$ cat src/rtl/uart_tx_sched_if.sv
// Requester and transmitter signals of the UART TX scheduler, bundled as one port.
// slave = the scheduler, master = the requesters plus the transmitter's BUSY.
interface uart_tx_sched_if #(
    parameter int WIDTH = 8
);
    // Handshake: a requester raises REQx_VALID with REQx_DATA and holds both until it
    // sees a one-cycle REQx_READY pulse, then drops VALID; a VALID still high the cycle
    // after READY counts as a fresh request. TX_DATA_VALID pulses once per byte and only
    // after TX_BUSY has been low at the preceding edge.
    logic [WIDTH-1:0]   REQ0_DATA;
    logic               REQ0_VALID;
    logic               REQ0_READY;
    logic [2*WIDTH-1:0] REQ1_DATA;
    logic               REQ1_VALID;
    logic               REQ1_READY;
    logic               TX_BUSY;
    logic [WIDTH-1:0]   TX_P_DATA;
    logic               TX_DATA_VALID;
    logic               SCHED_BUSY;

    modport slave (
        input  REQ0_DATA, REQ0_VALID, REQ1_DATA, REQ1_VALID, TX_BUSY,
        output REQ0_READY, REQ1_READY, TX_P_DATA, TX_DATA_VALID, SCHED_BUSY
    );

    modport master (
        output REQ0_DATA, REQ0_VALID, REQ1_DATA, REQ1_VALID, TX_BUSY,
        input  REQ0_READY, REQ1_READY, TX_P_DATA, TX_DATA_VALID, SCHED_BUSY
    );
endinterface

$ cat src/rtl/uart_tx_sched.sv
// Two-requester byte scheduler in front of the UART transmitter (ch0: 1 byte, ch1: 2 bytes LSB first).
// Define UART_TX_SCHED_RR_EN for round-robin tie breaking; otherwise ch0 has fixed priority.
module uart_tx_sched #(
    parameter int WIDTH       = 8,
    parameter int WIDTH_STATE = 3
) (
    input  logic                   CLK,
    input  logic                   RST,
    uart_tx_sched_if.slave         bus,
    output logic [WIDTH_STATE-1:0] dbg_state
);

    typedef enum logic [WIDTH_STATE-1:0] {
        IDLE    = WIDTH_STATE'(0),
        SEND    = WIDTH_STATE'(1),
        WAIT_HI = WIDTH_STATE'(2),
        WAIT_LO = WIDTH_STATE'(3)
    } state_e;

    state_e           state_q, state_d;
    logic [WIDTH-1:0] p_data_q, p_data_d;
    logic             dv_q, dv_d;
    logic             rdy0_q, rdy0_d;
    logic             rdy1_q, rdy1_d;
    logic             busy_q, busy_d;
    logic [WIDTH-1:0] hold_hi_q, hold_hi_d;
    logic [1:0]       cnt_q, cnt_d;
    logic             idx_q, idx_d;
    logic             gnt1;

`ifdef UART_TX_SCHED_RR_EN
    // last_gnt: 0 = ch0, 1 = ch1; starts at ch1 so the first tie goes to ch0.
    logic last_gnt_q, last_gnt_d;
    assign gnt1 = bus.REQ1_VALID && (!bus.REQ0_VALID || !last_gnt_q);
`else
    assign gnt1 = bus.REQ1_VALID && !bus.REQ0_VALID;
`endif

    always_comb begin
        state_d   = state_q;
        p_data_d  = p_data_q;
        dv_d      = 1'b0;
        rdy0_d    = 1'b0;
        rdy1_d    = 1'b0;
        hold_hi_d = hold_hi_q;
        cnt_d     = cnt_q;
        idx_d     = idx_q;
`ifdef UART_TX_SCHED_RR_EN
        last_gnt_d = last_gnt_q;
`endif
        case (state_q)
            IDLE: begin
                if (!bus.TX_BUSY && (bus.REQ0_VALID || bus.REQ1_VALID)) begin
                    state_d = SEND;
                    dv_d    = 1'b1;
                    idx_d   = 1'b0;
                    if (gnt1) begin
                        p_data_d  = bus.REQ1_DATA[WIDTH-1:0];
                        hold_hi_d = bus.REQ1_DATA[2*WIDTH-1:WIDTH];
                        cnt_d     = 2'd2;
                        rdy1_d    = 1'b1;
`ifdef UART_TX_SCHED_RR_EN
                        last_gnt_d = 1'b1;
`endif
                    end else begin
                        p_data_d  = bus.REQ0_DATA;
                        hold_hi_d = '0;
                        cnt_d     = 2'd1;
                        rdy0_d    = 1'b1;
`ifdef UART_TX_SCHED_RR_EN
                        last_gnt_d = 1'b0;
`endif
                    end
                end
            end
            SEND: state_d = WAIT_HI;
            WAIT_HI: begin
                if (bus.TX_BUSY) state_d = WAIT_LO;
            end
            WAIT_LO: begin
                if (!bus.TX_BUSY) begin
                    if (!idx_q && cnt_q == 2'd2) begin
                        state_d  = SEND;
                        dv_d     = 1'b1;
                        p_data_d = hold_hi_q;
                        idx_d    = 1'b1;
                    end else begin
                        state_d = IDLE;
                        idx_d   = 1'b0;
                    end
                end
            end
            default: state_d = IDLE;
        endcase
        busy_d = (state_d != IDLE);
    end

    always_ff @(posedge CLK or negedge RST) begin
        if (!RST) begin
            state_q   <= IDLE;
            p_data_q  <= '0;
            dv_q      <= 1'b0;
            rdy0_q    <= 1'b0;
            rdy1_q    <= 1'b0;
            busy_q    <= 1'b0;
            hold_hi_q <= '0;
            cnt_q     <= 2'd0;
            idx_q     <= 1'b0;
`ifdef UART_TX_SCHED_RR_EN
            last_gnt_q <= 1'b1;
`endif
        end else begin
            state_q   <= state_d;
            p_data_q  <= p_data_d;
            dv_q      <= dv_d;
            rdy0_q    <= rdy0_d;
            rdy1_q    <= rdy1_d;
            busy_q    <= busy_d;
            hold_hi_q <= hold_hi_d;
            cnt_q     <= cnt_d;
            idx_q     <= idx_d;
`ifdef UART_TX_SCHED_RR_EN
            last_gnt_q <= last_gnt_d;
`endif
        end
    end

    assign bus.TX_P_DATA     = p_data_q;
    assign bus.TX_DATA_VALID = dv_q;
    assign bus.REQ0_READY    = rdy0_q;
    assign bus.REQ1_READY    = rdy1_q;
    assign bus.SCHED_BUSY    = busy_q;
    assign dbg_state         = state_q;

endmodule

$ cat src/flat_wrapper.sv
// flat-port wrapper written by rule: the top's interface ports become plain ports
module uart_tx_sched_flat 
#(
    parameter int WIDTH       = 8,
    parameter int WIDTH_STATE = 3
)
  (CLK, RST, dbg_state, bus_REQ0_DATA, bus_REQ0_VALID, bus_REQ1_DATA, bus_REQ1_VALID, bus_TX_BUSY, bus_REQ0_READY, bus_REQ1_READY, bus_TX_P_DATA, bus_TX_DATA_VALID, bus_SCHED_BUSY);
  uart_tx_sched_if #(.WIDTH(WIDTH)) bus_i ();
  input  logic CLK;
  input  logic RST;
  output logic [WIDTH_STATE-1:0] dbg_state;
  input wire logic [$bits(bus_i.REQ0_DATA)-1:0] bus_REQ0_DATA;
  input wire logic [$bits(bus_i.REQ0_VALID)-1:0] bus_REQ0_VALID;
  input wire logic [$bits(bus_i.REQ1_DATA)-1:0] bus_REQ1_DATA;
  input wire logic [$bits(bus_i.REQ1_VALID)-1:0] bus_REQ1_VALID;
  input wire logic [$bits(bus_i.TX_BUSY)-1:0] bus_TX_BUSY;
  output wire logic [$bits(bus_i.REQ0_READY)-1:0] bus_REQ0_READY;
  output wire logic [$bits(bus_i.REQ1_READY)-1:0] bus_REQ1_READY;
  output wire logic [$bits(bus_i.TX_P_DATA)-1:0] bus_TX_P_DATA;
  output wire logic [$bits(bus_i.TX_DATA_VALID)-1:0] bus_TX_DATA_VALID;
  output wire logic [$bits(bus_i.SCHED_BUSY)-1:0] bus_SCHED_BUSY;
  assign bus_i.REQ0_DATA = bus_REQ0_DATA;
  assign bus_i.REQ0_VALID = bus_REQ0_VALID;
  assign bus_i.REQ1_DATA = bus_REQ1_DATA;
  assign bus_i.REQ1_VALID = bus_REQ1_VALID;
  assign bus_i.TX_BUSY = bus_TX_BUSY;
  assign bus_REQ0_READY = bus_i.REQ0_READY;
  assign bus_REQ1_READY = bus_i.REQ1_READY;
  assign bus_TX_P_DATA = bus_i.TX_P_DATA;
  assign bus_TX_DATA_VALID = bus_i.TX_DATA_VALID;
  assign bus_SCHED_BUSY = bus_i.SCHED_BUSY;
  uart_tx_sched #(.WIDTH(WIDTH), .WIDTH_STATE(WIDTH_STATE)) u_core (.CLK(CLK), .RST(RST), .bus(bus_i), .dbg_state(dbg_state));
endmodule
$ cat config.mk
export PLATFORM = sky130hd
export DESIGN_NAME = uart_tx_sched_flat
export DESIGN_NICKNAME = d
export VERILOG_FILES = /design/src/rtl/uart_tx_sched_if.sv /design/src/rtl/uart_tx_sched.sv /design/src/flat_wrapper.sv
export SDC_FILE = /design/constraint.sdc
export NUM_CORES = 1
export LEC_CHECK = 0
export CAP_MARGIN = 20
export CORE_MARGIN = 5
export CORE_UTILIZATION = 44
export DETAILED_ROUTE_END_ITERATION = 8
export PLACE_DENSITY = 0.78
export SKIP_LAST_GASP = 1
export SLEW_MARGIN = 5
export SYNTH_ARGS = -nofsm -noshare
export SYNTH_HDL_FRONTEND = slang
export SYNTH_SLANG_ARGS = --single-unit
$ cat constraint.sdc
create_clock -name CLK -period 2 [get_ports CLK]
set_input_delay 0.3 -clock CLK [delete_from_list [all_inputs] [get_ports CLK]]
set_output_delay 0.3 -clock CLK [all_outputs]
set_load 0.05 [all_outputs]
# Word level (Yosys, flattened, before mapping)
# Index checks and enable logic that the tools add are counted.
# totals
reg_bits,26
inputBits,29
output_inout_bits,15
elab_cells,54
# op_classes
n_eq_ne,7
mux,25
reduce_logical,13
# op_table
cell,count
$mux W8,5
$pmux W8 S2,1
$mux W1,12
$pmux W3 S4,1
$mux W3,3
$eq A3 B2 Y1 const B,2
$ne A2 B1 Y1 const B,2
$pmux W1 S2,2
$reduce_and A4 Y1,1
$eq A3 B1 Y1 const B,1
$logic_and A1 B1 Y1,3
$logic_not A1 Y1,3
$logic_not A3 Y1,1
$reduce_and A3 Y1,1
$reduce_bool A3 Y1,1
$eq A2 B2 Y1 const B,1
$mux W2,1
$ne A2 B2 Y1 const B,1
$reduce_and A2 Y1,1
$reduce_bool A2 Y1,1
$logic_or A1 B1 Y1,1

# Logic depth before layout (Yosys ltp)
# logic_depth
depth_word,6
mapped_depth,6
ltp_nobuf,3

# Worst setup path before layout
# No wires, ideal clock.
# synth_timing
path_type,reg2reg
start,"register u_core.state_q[1], in the netlist u_core.dbg_state[1]"
end,"register u_core.p_data_q[1], in the netlist u_core.bus.TX_P_DATA[1]"
setup_ns,0.095
t_arrival_ns,1.915
required_ns,1.905
slack_ns,-0.011
path_stages_with_launch,7
path_buffers,3
synth_period_minus_slack_ns,2.011
cell_sequence,dfrtp_1 -> buf_6 -> or4_1 -> buf_2 -> o22a_1 -> buf_6 -> o31ai_1
# synth_between
elab_chain_len,3
word_cells_on_any_way,8
classes_between,4 x eq/ne; 1 x mux; 3 x reduce/logical
# synth_rtl
item,line_no,text
"start, declared",uart_tx_sched.sv:20,"state_e state_q, state_d;"
"start signal, assigned",uart_tx_sched.sv:113,state_q <= state_d;
$eq A3 B2 Y1 or $logic_not A3 Y1 (tied branches),uart_tx_sched.sv:51,case (state_q)
$ne A2 B1 Y1 (no source line) (tied with other cells),--,
$reduce_and A4 Y1 (no source line),--,
"end signal, assigned",uart_tx_sched.sv:114,p_data_q <= p_data_d;
"end, declared",uart_tx_sched.sv:21,"logic [WIDTH-1:0] p_data_q, p_data_d;"
# Parallel ways exist; a longest one is shown, timed or not.
# A chain may end at the register's enable or synchronous reset.

# Worst setup path in the final report
# layout_timing
start,"register u_core.state_q[0], in the netlist u_core.dbg_state[0]"
end,output port dbg_state[0]
# layout_lines
item,line_no,text
"end, declared",flat_wrapper.sv:11,output logic [WIDTH_STATE-1:0] dbg_state;
# No word-level cell between the ends.

==> impl_metrics.xml <==
<?xml version="1.0" encoding="UTF-8"?>
<metrics>
  <group name="power">
    <metric name="worst_ir_drop_vdd" unit="µV">565</metric>
    <metric name="p_per_area" unit="nW/µm²">754</metric>
    <metric name="swShare" unit="%">35.6</metric>
    <metric name="p_switching" unit="mW">0.477</metric>
    <metric name="power.sequential.fraction" unit="%">47.7</metric>
    <metric name="overall_power_of_the_completed_layout" unit="mW">1.34</metric>
    <metric name="p_leak" unit="nW">0.781</metric>
    <metric name="power_frac_clock" unit="%">17.4</metric>
    <metric name="power_frac_comb" unit="%">34.9</metric>
    <metric name="p_int" unit="mW">0.863</metric>
  </group>
  <group name="placed_design">
    <metric name="post-dp-hpwl" unit="µm">2530</metric>
    <metric name="place_area" unit="µm²">1750</metric>
    <metric name="numPlacedInstances" unit="">200</metric>
    <metric name="port_buffers" unit="">43</metric>
    <metric name="place_congestion" unit="">0.851</metric>
  </group>
  <group name="critical_path">
    <metric name="critical_path.startpoint_type" unit="">flop</metric>
    <metric name="timing.critical_path.required" unit="ps">1700</metric>
    <metric name="worstSetupPathType" unit="">flop to primary output</metric>
    <metric name="critical_path_end_type" unit="">primary output</metric>
    <metric name="crit_chain" unit="">clkdlybuf4s50_1</metric>
    <metric name="cp_top_family" unit="">buffers and inverters</metric>
    <metric name="crit_path_max_incr_delay" unit="ps">840</metric>
    <metric name="slowest_stage" unit="">sky130_fd_sc_hd__clkdlybuf4s50_1</metric>
    <metric name="timing.reg2reg.setup_slack" unit="ps">210</metric>
    <metric name="maximum_fanout_along_the_worst_path" unit="">8</metric>
    <metric name="critPathBufInv" unit="">1</metric>
    <metric name="critical_path_arrival" unit="ps">1640</metric>
  </group>
  <group name="floorplanning">
    <metric name="die_height" unit="µm">63.9</metric>
    <metric name="core_region_area" unit="µm²">2760</metric>
    <metric name="die_w" unit="µm">63.9</metric>
    <metric name="die_area" unit="µm²">4080</metric>
    <metric name="design.portCount" unit="">44</metric>
    <metric name="rows" unit="">19</metric>
    <metric name="initial_utilization" unit="%">46.3</metric>
  </group>
  <group name="synth">
    <metric name="synth-async-reset-ratio" unit="%">100</metric>
    <metric name="synth-seq-area-share" unit="%">51.0</metric>
    <metric name="flops_latches_synth" unit="">26</metric>
    <metric name="ys_types" unit="">27</metric>
    <metric name="synth_enable_flop_cells" unit="">0</metric>
    <metric name="dominantRegCellSynth" unit="">sky130_fd_sc_hd__dfrtp_1</metric>
    <metric name="synth.net_count" unit="">159</metric>
    <metric name="synth.yosys.warnings" unit="">0</metric>
    <metric name="synth_cells" unit="">130</metric>
    <metric name="mappedNetlistArea" unit="µm²">1280</metric>
    <metric name="post_synth.cell_area_avg" unit="µm²">9.82</metric>
  </group>
  <group name="sta">
    <metric name="maxClockFrequency" unit="GHz">0.514</metric>
    <metric name="drv_slew" unit="">0</metric>
    <metric name="setup-violations-final" unit="">0</metric>
    <metric name="timing.final.hold_violations" unit="">0</metric>
    <metric name="fin_skew" unit="ps">10.5</metric>
    <metric name="fin_crit" unit="ps">1940</metric>
    <metric name="worst_pin_slew" unit="ps">515</metric>
    <metric name="unrepaired_setup_endpoints_after_global_routing" unit="">no</metric>
    <metric name="final_cycle_utilization_of_the_critical_path" unit="%">97.2</metric>
    <metric name="slew-limit-headroom" unit="%">65.6</metric>
  </group>
  <group name="final_layout">
    <metric name="multi_input_comb_area" unit="µm²">557</metric>
    <metric name="num_antenna_cells" unit="">0</metric>
    <metric name="finalNonFillerCells" unit="">204</metric>
    <metric name="final_area" unit="µm²">1780</metric>
    <metric name="postLayoutCoreUtil" unit="%">64.5</metric>
    <metric name="areaGrowthSynthToFinish" unit="%">39.3</metric>
    <metric name="register_area" unit="µm²">652</metric>
    <metric name="final.fill_count" unit="">237</metric>
    <metric name="finish.net_count" unit="">203</metric>
    <metric name="post_route_cells_drive_above_1_share" unit="%">8.67</metric>
  </group>
  <group name="clocking">
    <metric name="worst_skew_pair.late_latency" unit="ps">320</metric>
    <metric name="cts_repair_resize_count" unit="">0</metric>
    <metric name="clock-root-buffer" unit="">sky130_fd_sc_hd__clkbuf_4</metric>
    <metric name="cts_max_level" unit="">1</metric>
    <metric name="postCtsSetupBuffers" unit="">0</metric>
    <metric name="tritoncts" unit="">built</metric>
    <metric name="clock_transition_time_at_the_flip_flop_clock_pins_of_the_worst_setup_and_hold_paths" unit="ps">140</metric>
    <metric name="maximum_clock_insertion_buffer_count" unit="">2</metric>
    <metric name="cts-hold-fix-buffers" unit="">0</metric>
    <metric name="cts_buffers" unit="">3</metric>
    <metric name="cts.sink_count" unit="">26</metric>
  </group>
  <group name="route">
    <metric name="vias_per_cell" unit="">5.82</metric>
    <metric name="postRouteWirelength" unit="µm">3380</metric>
    <metric name="routed_wire_length_per_instance" unit="µm">16.6</metric>
    <metric name="drc_errors_left" unit="">0</metric>
    <metric name="initialDrtViolationCount" unit="">71</metric>
    <metric name="antenna_left" unit="">0</metric>
    <metric name="drt_pass1_iterations" unit="">4</metric>
    <metric name="vias" unit="">1188</metric>
  </group>
  <group name="flow_run">
    <metric name="maxCapViolCount" unit="">0</metric>
  </group>
  <group name="status">
    <metric name="run_status" unit="">complete, no violations</metric>
  </group>
  <group name="global_routing">
    <metric name="grt.total_usage" unit="%">17.4</metric>
    <metric name="largest_net_degree_at_the_start_of_global_routing" unit="">27</metric>
    <metric name="overflow" unit="">0</metric>
    <metric name="grt_pass1_wl" unit="µm">5750</metric>
    <metric name="vias_in_the_first_global_route" unit="">1212</metric>
    <metric name="antenna_found_initial" unit="">0</metric>
  </group>
  <group name="min_path">
    <metric name="worst_hold_path_type" unit="">input port to asynchronous set/reset pin</metric>
  </group>
</metrics>
==> sequential cells by signal, indices dropped and copies added, names as in the netlist <==
register,flops
u_core.idx_q,1
u_core.bus.REQ0_READY,1
u_core.cnt_q,2
u_core.bus.REQ1_READY,1
u_core.bus.TX_P_DATA,8
u_core.bus.SCHED_BUSY,1
u_core.dbg_state,3
u_core.hold_hi_q,8
u_core.bus.TX_DATA_VALID,1
==> power by group through the flow <==
stage,sequential (mW),combinational [mW],clock [mW]
final,0.639,0.468,0.233
after global routing,0.646,0.497,0.251
after CTS,0.638,0.472,0.236
after detailed placement,0.648,0.472,0
after global placement,0.644,0.463,0
after floorplan,0.795,0.124,0
==> final cells by class <==
| cell class | instances | share of cell area, % |
|---|---|---|
| flip-flops and latches | 26 | 36.7 |
| inverters | 1 | 0.211 |
| clock buffers | 4 | 1.48 |
| multi-input cells | 90 | 31.3 |
| well taps | 31 | 2.18 |
| repair buffers | 52 | 28.1 |
==> layer usage <==
metal  track usage [%]  wire length [µm]  vias up
li1                  -                 -      569
met1              22.4              1390      571
met2              29.8              1770       44
met3              3.15               193        4
met4              4.68                36        0
met5                 0                 0        -
==> cells in the mapped netlist, types with 2 or more instances <==
library cell	number	area [µm²]
sky130_fd_sc_hd__dfrtp_1	26	651
sky130_fd_sc_hd__o21ai_0	19	95.1
sky130_fd_sc_hd__nor2_1	13	48.8
sky130_fd_sc_hd__nand2_1	10	37.5
sky130_fd_sc_hd__and3b_1	9	78.8
sky130_fd_sc_hd__o31ai_1	9	67.6
sky130_fd_sc_hd__a211oi_1	8	60.1
sky130_fd_sc_hd__o221ai_1	8	70.1
sky130_fd_sc_hd__clkbuf_1	7	26.3
sky130_fd_sc_hd__buf_1	3	11.3
sky130_fd_sc_hd__buf_6	2	22.5
==> final timing paths <==
path	from	endpoint	cells after the start
min in group CLK	u_core.cnt_q[0]	u_core.cnt_q[0]	1
worst min-delay path	RST	u_core.dbg_state[2]	2
worst min register to register	u_core.cnt_q[0]	u_core.cnt_q[0]	1
max in group asynchronous	RST	u_core.dbg_state[1]	2
worst max register to register	u_core.dbg_state[0]	u_core.bus.TX_P_DATA[3]	3
worst max-delay path	u_core.dbg_state[0]	dbg_state[0]	1
==> stage by stage <==
step | worst slack (ps) | TNS [ps] | hold WS (ps)
4_1_cts | 15.9 | 0 | 323
6_report | 55.9 | 0 | 316
2_1_floorplan | 43.6 | 0 | 4.41
5_1_grt | 1.39 | 0 | 353
3_3_place_gp | 4.43 | 0 | 454
3_5_place_dp | -88.8 | -550 | 476
==> worst register-to-register path, stage by stage (launching register included) <==
cell                      delay, ps
sky130_fd_sc_hd__dfrtp_1        470
sky130_fd_sc_hd__or4_1          560
sky130_fd_sc_hd__o22a_1         360
sky130_fd_sc_hd__o31ai_1        300
==> cells by family after synthesis <==
| group | after synthesis | share of synthesized area, % |
|---|---|---|
| AO/OA/AOI/OAI | 48 | 25.3 |
| buffers and inverters | 14 | 5.39 |
| flip-flops | 26 | 51.0 |
| other | 1 | 0.294 |
| AND/OR/NAND/NOR | 41 | 18.0 |
==> placed cells by master, fill, tap and decap left out, types with 3 or more instances in the layout <==
| cell type | instances |
|---|---|
| sky130_fd_sc_hd__clkdlybuf4s50_1 | 42 |
| sky130_fd_sc_hd__dfrtp_1 | 25 |
| sky130_fd_sc_hd__o21ai_0 | 19 |
| sky130_fd_sc_hd__nor2_1 | 13 |
| sky130_fd_sc_hd__nand2_1 | 10 |
| sky130_fd_sc_hd__o31ai_1 | 9 |
| sky130_fd_sc_hd__and3b_1 | 9 |
| sky130_fd_sc_hd__buf_4 | 9 |
| sky130_fd_sc_hd__a211oi_1 | 8 |
| sky130_fd_sc_hd__o221ai_1 | 8 |
| sky130_fd_sc_hd__clkbuf_4 | 3 |
Power figures use the tool's default switching activity.
